## src/rtl/os_dram_arb.sv

```systemverilog
// Round-robin arbiter that shares the DRAM bridge between the buyer and seller record engines.
// A one-entry write-through record cache lets repeat reads of the same User_id skip the bridge.
module os_dram_arb (
   input  logic             clk,
   input  logic             rst_n,
   input  logic [1:0]       req_valid,
   input  logic [1:0]       req_rwb,
   input  logic [1:0][7:0]  req_id,
   input  logic [1:0][63:0] req_wdata,
   input  logic             flush,
   output logic [1:0]       req_done,
   output logic [63:0]      rsp_data,
   output logic             busy,
   output logic             C_in_valid,
   output logic             C_r_wb,
   output logic [7:0]       C_addr,
   output logic [63:0]      C_data_w,
   input  logic             C_out_valid,
   input  logic [63:0]      C_data_r
);

   typedef enum logic [1:0] {S_IDLE, S_ISSUE, S_WAIT, S_DONE} state_t;

   typedef struct packed {
      logic        rwb;
      logic [7:0]  id;
      logic [63:0] wdata;
   } req_t;

   state_t      state, state_nx;
   req_t        cur, cur_nx, sel;
   logic        gnt, gnt_nx, g_sel;
   logic        rr_ptr, rr_nx;
   logic        cache_valid, cv_nx;
   logic [7:0]  cache_tag, ct_nx;
   logic [63:0] cache_data, cd_nx;
   logic [63:0] rsp_nx, cdw_nx;
   logic [1:0]  done_nx;
   logic        civ_nx, crwb_nx, hit;
   logic [7:0]  caddr_nx;

   // Round-robin pointer only decides ties; a lone requester always wins.
   assign g_sel = (&req_valid) ? rr_ptr : req_valid[1];

   always_comb begin
      sel.rwb   = req_rwb[g_sel];
      sel.id    = req_id[g_sel];
      sel.wdata = req_wdata[g_sel];
   end

   assign hit = sel.rwb && cache_valid && (cache_tag == sel.id);

   always_comb begin
      state_nx = state;
      cur_nx   = cur;
      gnt_nx   = gnt;
      rr_nx    = rr_ptr;
      cv_nx    = cache_valid;
      ct_nx    = cache_tag;
      cd_nx    = cache_data;
      rsp_nx   = rsp_data;
      done_nx  = 2'b00;
      civ_nx   = 1'b0;
      crwb_nx  = C_r_wb;
      caddr_nx = C_addr;
      cdw_nx   = C_data_w;
      unique case (state)
         S_IDLE: begin
            if (flush) begin
               cv_nx = 1'b0;
            end else if (|req_valid) begin
               gnt_nx = g_sel;
               cur_nx = sel;
               if (hit) begin
                  rsp_nx         = cache_data;
                  done_nx[g_sel] = 1'b1;
                  state_nx       = S_DONE;
               end else begin
                  // Bridge fields are registered here so they are stable during ISSUE.
                  civ_nx   = 1'b1;
                  crwb_nx  = sel.rwb;
                  caddr_nx = sel.id;
                  cdw_nx   = sel.wdata;
                  state_nx = S_ISSUE;
               end
            end
         end
         S_ISSUE: state_nx = S_WAIT;
         S_WAIT: begin
            if (C_out_valid) begin
               if (cur.rwb) begin
                  rsp_nx = C_data_r;
                  cd_nx  = C_data_r;
               end else begin
                  cd_nx  = cur.wdata;
               end
               ct_nx        = cur.id;
               cv_nx        = 1'b1;
               done_nx[gnt] = 1'b1;
               state_nx     = S_DONE;
            end
         end
         S_DONE: begin
            rr_nx    = ~gnt;
            state_nx = S_IDLE;
         end
         default: state_nx = S_IDLE;
      endcase
   end

   always_ff @(posedge clk or negedge rst_n) begin
      if (!rst_n) begin
         state       <= S_IDLE;
         cur         <= '0;
         gnt         <= 1'b0;
         rr_ptr      <= 1'b0;
         cache_valid <= 1'b0;
         cache_tag   <= '0;
         cache_data  <= '0;
         rsp_data    <= '0;
         req_done    <= '0;
         busy        <= 1'b0;
         C_in_valid  <= 1'b0;
         C_r_wb      <= 1'b0;
         C_addr      <= '0;
         C_data_w    <= '0;
      end else begin
         state       <= state_nx;
         cur         <= cur_nx;
         gnt         <= gnt_nx;
         rr_ptr      <= rr_nx;
         cache_valid <= cv_nx;
         cache_tag   <= ct_nx;
         cache_data  <= cd_nx;
         rsp_data    <= rsp_nx;
         req_done    <= done_nx;
         busy        <= (state_nx != S_IDLE);
         C_in_valid  <= civ_nx;
         C_r_wb      <= crwb_nx;
         C_addr      <= caddr_nx;
         C_data_w    <= cdw_nx;
      end
   end

endmodule

```

## config.mk

```make
export PLATFORM = sky130hd
export DESIGN_NAME = os_dram_arb
export DESIGN_NICKNAME = d
export VERILOG_FILES = /design/src/rtl/os_dram_arb.sv
export SDC_FILE = /design/constraint.sdc
export NUM_CORES = 1
export LEC_CHECK = 0
export BUFFER_PORTS_ARGS = -buffer_cell sky130_fd_sc_hd__buf_2
export CAP_MARGIN = 30
export CORE_UTILIZATION = 40
export DETAILED_ROUTE_END_ITERATION = 7
export PLACE_DENSITY = 0.69
export REMOVE_ABC_BUFFERS = 1
export SETUP_SLACK_MARGIN = 0.05
export SLEW_MARGIN = 20
export SYNTH_ARGS = -nofsm -noshare
export SYNTH_HDL_FRONTEND = slang
export SYNTH_SLANG_ARGS = --single-unit
```

## constraint.sdc

```tcl
create_clock -name clk -period 5.6 [get_ports clk]
set_input_delay 0.56 -clock clk [delete_from_list [all_inputs] [get_ports clk]]
set_output_delay 0.56 -clock clk [all_outputs]
set_load 0.01 [all_outputs]
```

# --- Yosys cells after proc, flatten, opt, wreduce, memory -nomap -nowiden ---
# Cells that the tools add are included.
totals:
  elab_cells: 82
  inputBits: 216
  register_bits: 291
classes:
  n_lt_le_gt_ge: 4
  mux: 35
  reduce_logical: 14
  bitwise_logic: 3
  eq_ne: 10
ops:
  columns: ["op", "count"]
  rows:
  - ["$mux W64", 8]
  - ["$pmux W64 S2", 1]
  - ["$mux W2", 8]
  - ["$mux W8", 2]
  - ["$ne A2 B2 Y1 const B", 6]
  - ["$mux W1", 11]
  - ["$eq A8 B8 Y1", 1]
  - ["$pmux W2 S4", 1]
  - ["$reduce_and A3 Y1", 2]
  - ["$reduce_and A6 Y1", 1]
  - ["$eq A2 B2 Y1 const B", 2]
  - ["$logic_and A1 B1 Y1", 4]
  - ["$lt A1 B2 Y1 const B", 2]
  - ["$pmux W2 S2", 1]
  - ["$reduce_and A2 Y1", 2]
  - ["$reduce_and A4 Y1", 1]
  - ["$reduce_bool A2 Y1", 2]
  - ["$not A1 Y1", 3]
  - ["$demux W1 S1", 2]
  - ["$eq A2 B1 Y1 const B", 1]
  - ["$ge A1 B1 Y1 const B", 2]
  - ["$logic_not A2 Y1", 1]
  - ["$pmux W1 S2", 1]
  - ["$reduce_or A2 Y1", 1]

# --- Longest topological paths before layout ---
depth:
  depth_word: 11
  mapped_depth: 12
  depth_no_buf: 8

# --- Worst setup path before layout ---
# Ideal clock, no wire load.
synth_timing:
  kind: "input to register"
  startpoint: "input port req_id[12] (netlist bit)"
  endpoint: "register C_data_w[10]"
  t_arrival_ps: 2071
  cell_stages: 8
  setup_slack_ps: 3407
  n_path_buf: 2
  setup_time_ps: 121
  t_required_ps: 5479
  cell_sequence: "xor2_1 or4_1 o2bb2ai_1 o2111a_2 a21boi_1 buf_6 buf_6 o22a_1"
synth_via:
  elab_chain_len: 6
synth_lines:
  columns: ["element", "line_no", "rtl"]
  rows:
  - ["from (decl)", "8", "input logic [1:0][7:0] req_id,"]
  - ["$mux W8 (implied by the code) (2 in a row)", "47", "sel.id = req_id[g_sel];"]
  - ["$eq A8 B8 Y1", "51", "assign hit = sel.rwb && cache_valid && (cache_tag == sel.id);"]
  - ["$logic_and A1 B1 Y1", "51", null]
  - ["$not A1 Y1 (no source line)", null, null]
  - ["$reduce_and A4 Y1 (no source line)", null, null]
  - ["to (signal assigned)", "141", "C_data_w <= cdw_nx;"]
  - ["to (decl)", "17", "output logic [63:0] C_data_w,"]
# No other way between the ends. The select of a mux whose other input is x is not followed.
# A chain may end at the register's enable or synchronous reset.

# --- Final worst setup path ---
layout_timing:
  startpoint: "register rr_ptr"
  endpoint: "register rsp_data[5]"
layout_via:
  elab_chain_len: 7
layout_lines:
  columns: ["element", "line_no", "rtl"]
  rows:
  - ["from (decl)", "33", "logic rr_ptr, rr_nx;"]
  - ["from (signal assigned)", "131", "rr_ptr <= rr_nx;"]
  - ["$mux W1 *", "43", "assign g_sel = (&req_valid) ? rr_ptr : req_valid[1];"]
  - ["$mux W8 (implied by the code) / $mux W1 (equally long branches) (2 in a row)", "47, 46", null]
  - ["$eq A8 B8 Y1 / $logic_and A1 B1 Y1 (equally long branches)", "51", null]
  - ["$logic_and A1 B1 Y1 *", "51", null]
  - ["$ne A2 B2 Y1 (no source line) *", null, null]
  - ["$reduce_and A6 Y1 (no source line) *", null, null]
  - ["to (signal assigned)", "135", "rsp_data <= rsp_nx;"]
  - ["to (decl)", "12", "output logic [63:0] rsp_data,"]
# Every way passes the cells marked *; elsewhere a longest branch is shown, timed or not. The select of a mux whose other input is x is not followed.

==> results_dict.tcl <==
set metrics [dict create \
    p_per_area_mw_per_mm2 591.1 \
    status "complete, but fails checks" \
    netlist_area_mm2 0.01507 \
    route.detailed.drc 0 \
    cts_made_buffers 35 \
    drtIter0Drc 506 \
    worstPathRequired_ns 5.97 \
    setup_viol 0 \
    ios 357 \
    hold_viol_final 5 \
    root_buffer "clkbuf_16" \
    final_common_cell "buf_2" \
    grt-ovfl-total 0 \
    crit_type "reg2reg" \
    final_max_slew_viol_count 0 \
    p_sw_mw 4.173 \
    power_frac_seq 0.339 \
    synth-seq-area-share 0.4831 \
    tns_ns 0 \
    cts_sinks 291 \
    grt_usage 0.2117 \
    clock_skew_ns 0.02386 \
    total_power_mw 10.81 \
    cp_slowest_stage_delay_ns 0.74 \
    clk_pin_slew_worst_paths_ns 0.06 \
    violations "negative hold slack" \
    antenna_found_initial 5 \
    cp_cell_sequence "nand2b_1 > nand2_4 > mux2i_1 > o2111a_4 > buf_4 > o211a_1 > o211ai_1" \
    fin_cells 2310 \
    startpoint_type "register" \
    vdd_drop_max_v 0.0003054 \
    cp.arrival_ns 4.06 \
    timing.fmax_mhz 270.9 \
    h-tree-depth 2 \
    initial_utilization 0.4088 \
    grt_pass1_wl_mm 65.56 \
    syn_inst 1503 \
    synth_area_per_cell_um2 10.03 \
    clock_power_share 0.213 \
    die_area_mm2 0.03847 \
    wl_mm 40.85 \
    swShare 0.3860 \
    synth_cell_types 42 \
    io_buffers 356 \
    timing.final.ws_setup_ns 1.908 \
    grt_max_degree 162 \
    place_area_mm2 0.01707 \
    routed-via-count 12534 \
    min_period_over_period 0.6593 \
    wl_per_cell_um 17.68 \
    core_mm2 0.03687 \
    post_cts_buffers 0 \
    layout-drive-gt1-share 0.2479 \
    die_height_um 196.1 \
    worst_pin_slew_ns 0.9553 \
    finalInstanceArea_mm2 0.01830 \
    cts.hold.buffers_added 0 \
    relSlewSlack 0.3631 \
    nNetsFinal 1996 \
    crit_slowest_cell "buf_4" \
    ys_ff_latch 291 \
    final_cell_mix "buf_2 (355), dfrtp_1 (290), nand2_1 (205), mux2i_1 (195), nor2_1 (133)" \
    vias_per_cell 5.426 \
    area_delta_synth_final_pct 21.36 \
    clkLatencyLatePin_ns 0.53 \
    drt_pass1_iterations 5 \
    clk_path_buf_depth 3 \
    first_global_vias 12338 \
    whs_ns -0.02403 \
    hp-class "in2async" \
    synth_area_leaders "dfrtp_1 (48%), mux2i_1 (13%), nand2_1 (5.2%), o211a_1 (4.2%), o22a_1 (4.2%)" \
    cts-resized-gates 0 \
    rsz0062_at_grt "no" \
    tritoncts "built" \
    dp.cells 2242 \
    pre_cts_slack_ns 1.639 \
    internal-power_mw 6.640 \
    cap_violations 0 \
    place.gp.congestion 0.8017 \
    cp_max_fo 74 \
    min_period_ns 3.692 \
    synth_top_area_frac 0.4831 \
    total_leakage_power_nw 8.540 \
    row_count 70 \
    endpoint_kind "register" \
    yosys.area.top_type "dfrtp_1" \
    die_w_um 196.1 \
    fillCellCount 3451 \
    place_hpwl_mm 26.26 \
    combPwrFrac 0.448 \
    yosysWarningCount 0 \
    reg2reg_depth 7 \
    drtAntennaViolNets 0 \
]
synthesized netlist by cell type:
| cell | count |
|---|---|
| and2_1 | 1 |
| o211ai_1 | 64 |
| buf_4 | 2 |
| o21ai_1 | 1 |
| o21ai_0 | 1 |
| nand4b_1 | 1 |
| dfrtp_1 | 291 |
| nor2_1 | 134 |
| buf_6 | 13 |
| a2111oi_1 | 1 |
| nor2b_1 | 3 |
| a21boi_1 | 1 |
| o22a_1 | 73 |
| a221oi_1 | 1 |
| a21oi_1 | 66 |
| a2111o_1 | 1 |
| o21a_1 | 74 |
| a32o_1 | 1 |
| nand2_1 | 207 |
| or3_1 | 65 |
| mux2_2 | 8 |
| nand3b_1 | 2 |
| nand2b_1 | 3 |
| or4_1 | 1 |
| o2111a_2 | 1 |
| buf_2 | 38 |
| clkbuf_1 | 71 |
| and2_2 | 1 |
| xor2_1 | 6 |
| o211a_1 | 64 |
| o221ai_1 | 1 |
| nand3_1 | 79 |
| o2111a_1 | 1 |
| mux2i_1 | 195 |
| o2bb2ai_1 | 1 |
| o22ai_1 | 3 |
| buf_1 | 12 |
| inv_1 | 7 |
| a22o_1 | 2 |
| a21o_1 | 1 |
| ha_1 | 3 |
| xnor2_1 | 2 |
stage by stage:
step | utilization | hold WS [ns]
floorplan | - | 0.2644
global placement | 0.4630 | 0.4624
detailed placement | 0.4630 | 0.4742
CTS | 0.4947 | 0.01632
global route | 0.4960 | 0.04706
finish | 0.4962 | -0.02403
power by group through the flow:
| stage | Clock, mW | Combinational [mW] | Sequential [mW] |
|---|---|---|---|
| after CTS | 2.36 | 4.88 | 3.68 |
| after global placement | 0 | 4.65 | 3.66 |
| final | 2.31 | 4.84 | 3.67 |
| after floorplan | 0 | 3.47 | 3.81 |
| after detailed placement | 0 | 4.86 | 3.71 |
| after global routing | 2.44 | 5.39 | 3.80 |
logic make-up (layout without fill, tap and decap cells):
logic type,Yosys count,count (layout),share of synthesized area
compound gates,358,358,0.1850
xor+xnor,8,8,0.004648
fa+ha+maj,3,3,0.002490
buf+inv,143,443,0.04573
flops,291,291,0.4831
mux,203,203,0.1355
other cells,0,3,0
simple gates,497,497,0.1436
critical path: cells and delay by family (launching register included):
family	cells	cell delay, ns
compound gates	3	1.02
buf+inv	1	0.74
mux	1	0.35
flops	1	0.39
simple gates	2	0.94
area by class of cell:
type / instances / area (um^2) / share of cell area
tap: 504 / 630.6 / 0.03447
timing repair buffer: 373 / 2002 / 0.1094
sequential: 291 / 7286 / 0.3982
multi-input combinational: 1069 / 7174 / 0.3921
inverter: 7 / 26.28 / 0.001436
clock buffer: 52 / 1041 / 0.05690
clock inverter: 11 / 127.6 / 0.006976
antenna: 3 / 7.507 / 0.0004103
sequential cells by signal (all words and copies together), names as in the netlist:
register     flops
gnt              1
cache_valid      1
C_addr           8
cache_data      64
busy             1
C_data_w        64
cache_tag        8
req_done         2
state            2
cur             73
rr_ptr           1
rsp_data        64
C_r_wb           1
C_in_valid       1
routing by layer:
layer,vias up,global-route usage,wire length (um)
li1,5969,-,-
met1,6142,0.2763,18030
met2,358,0.3539,19530
met4,4,0.05932,898
met3,61,0.04521,2354
met5,-,0,30
final timing paths:
check | end | slack [ns] | start
hold reg to reg | cur[37] | 0.49 | cur[37]
setup / recovery | rsp_data[5] | 1.91 | rr_ptr
hold / removal | C_data_w[31] | -0.02 | rst_n
setup reg to reg | rsp_data[5] | 1.91 | rr_ptr
max in group asynchronous | C_data_w[12] | 4.24 | rst_n
min in group clk | cache_valid | 0.35 | C_out_valid
No activity file was read; power rests on OpenSTA's default activity.
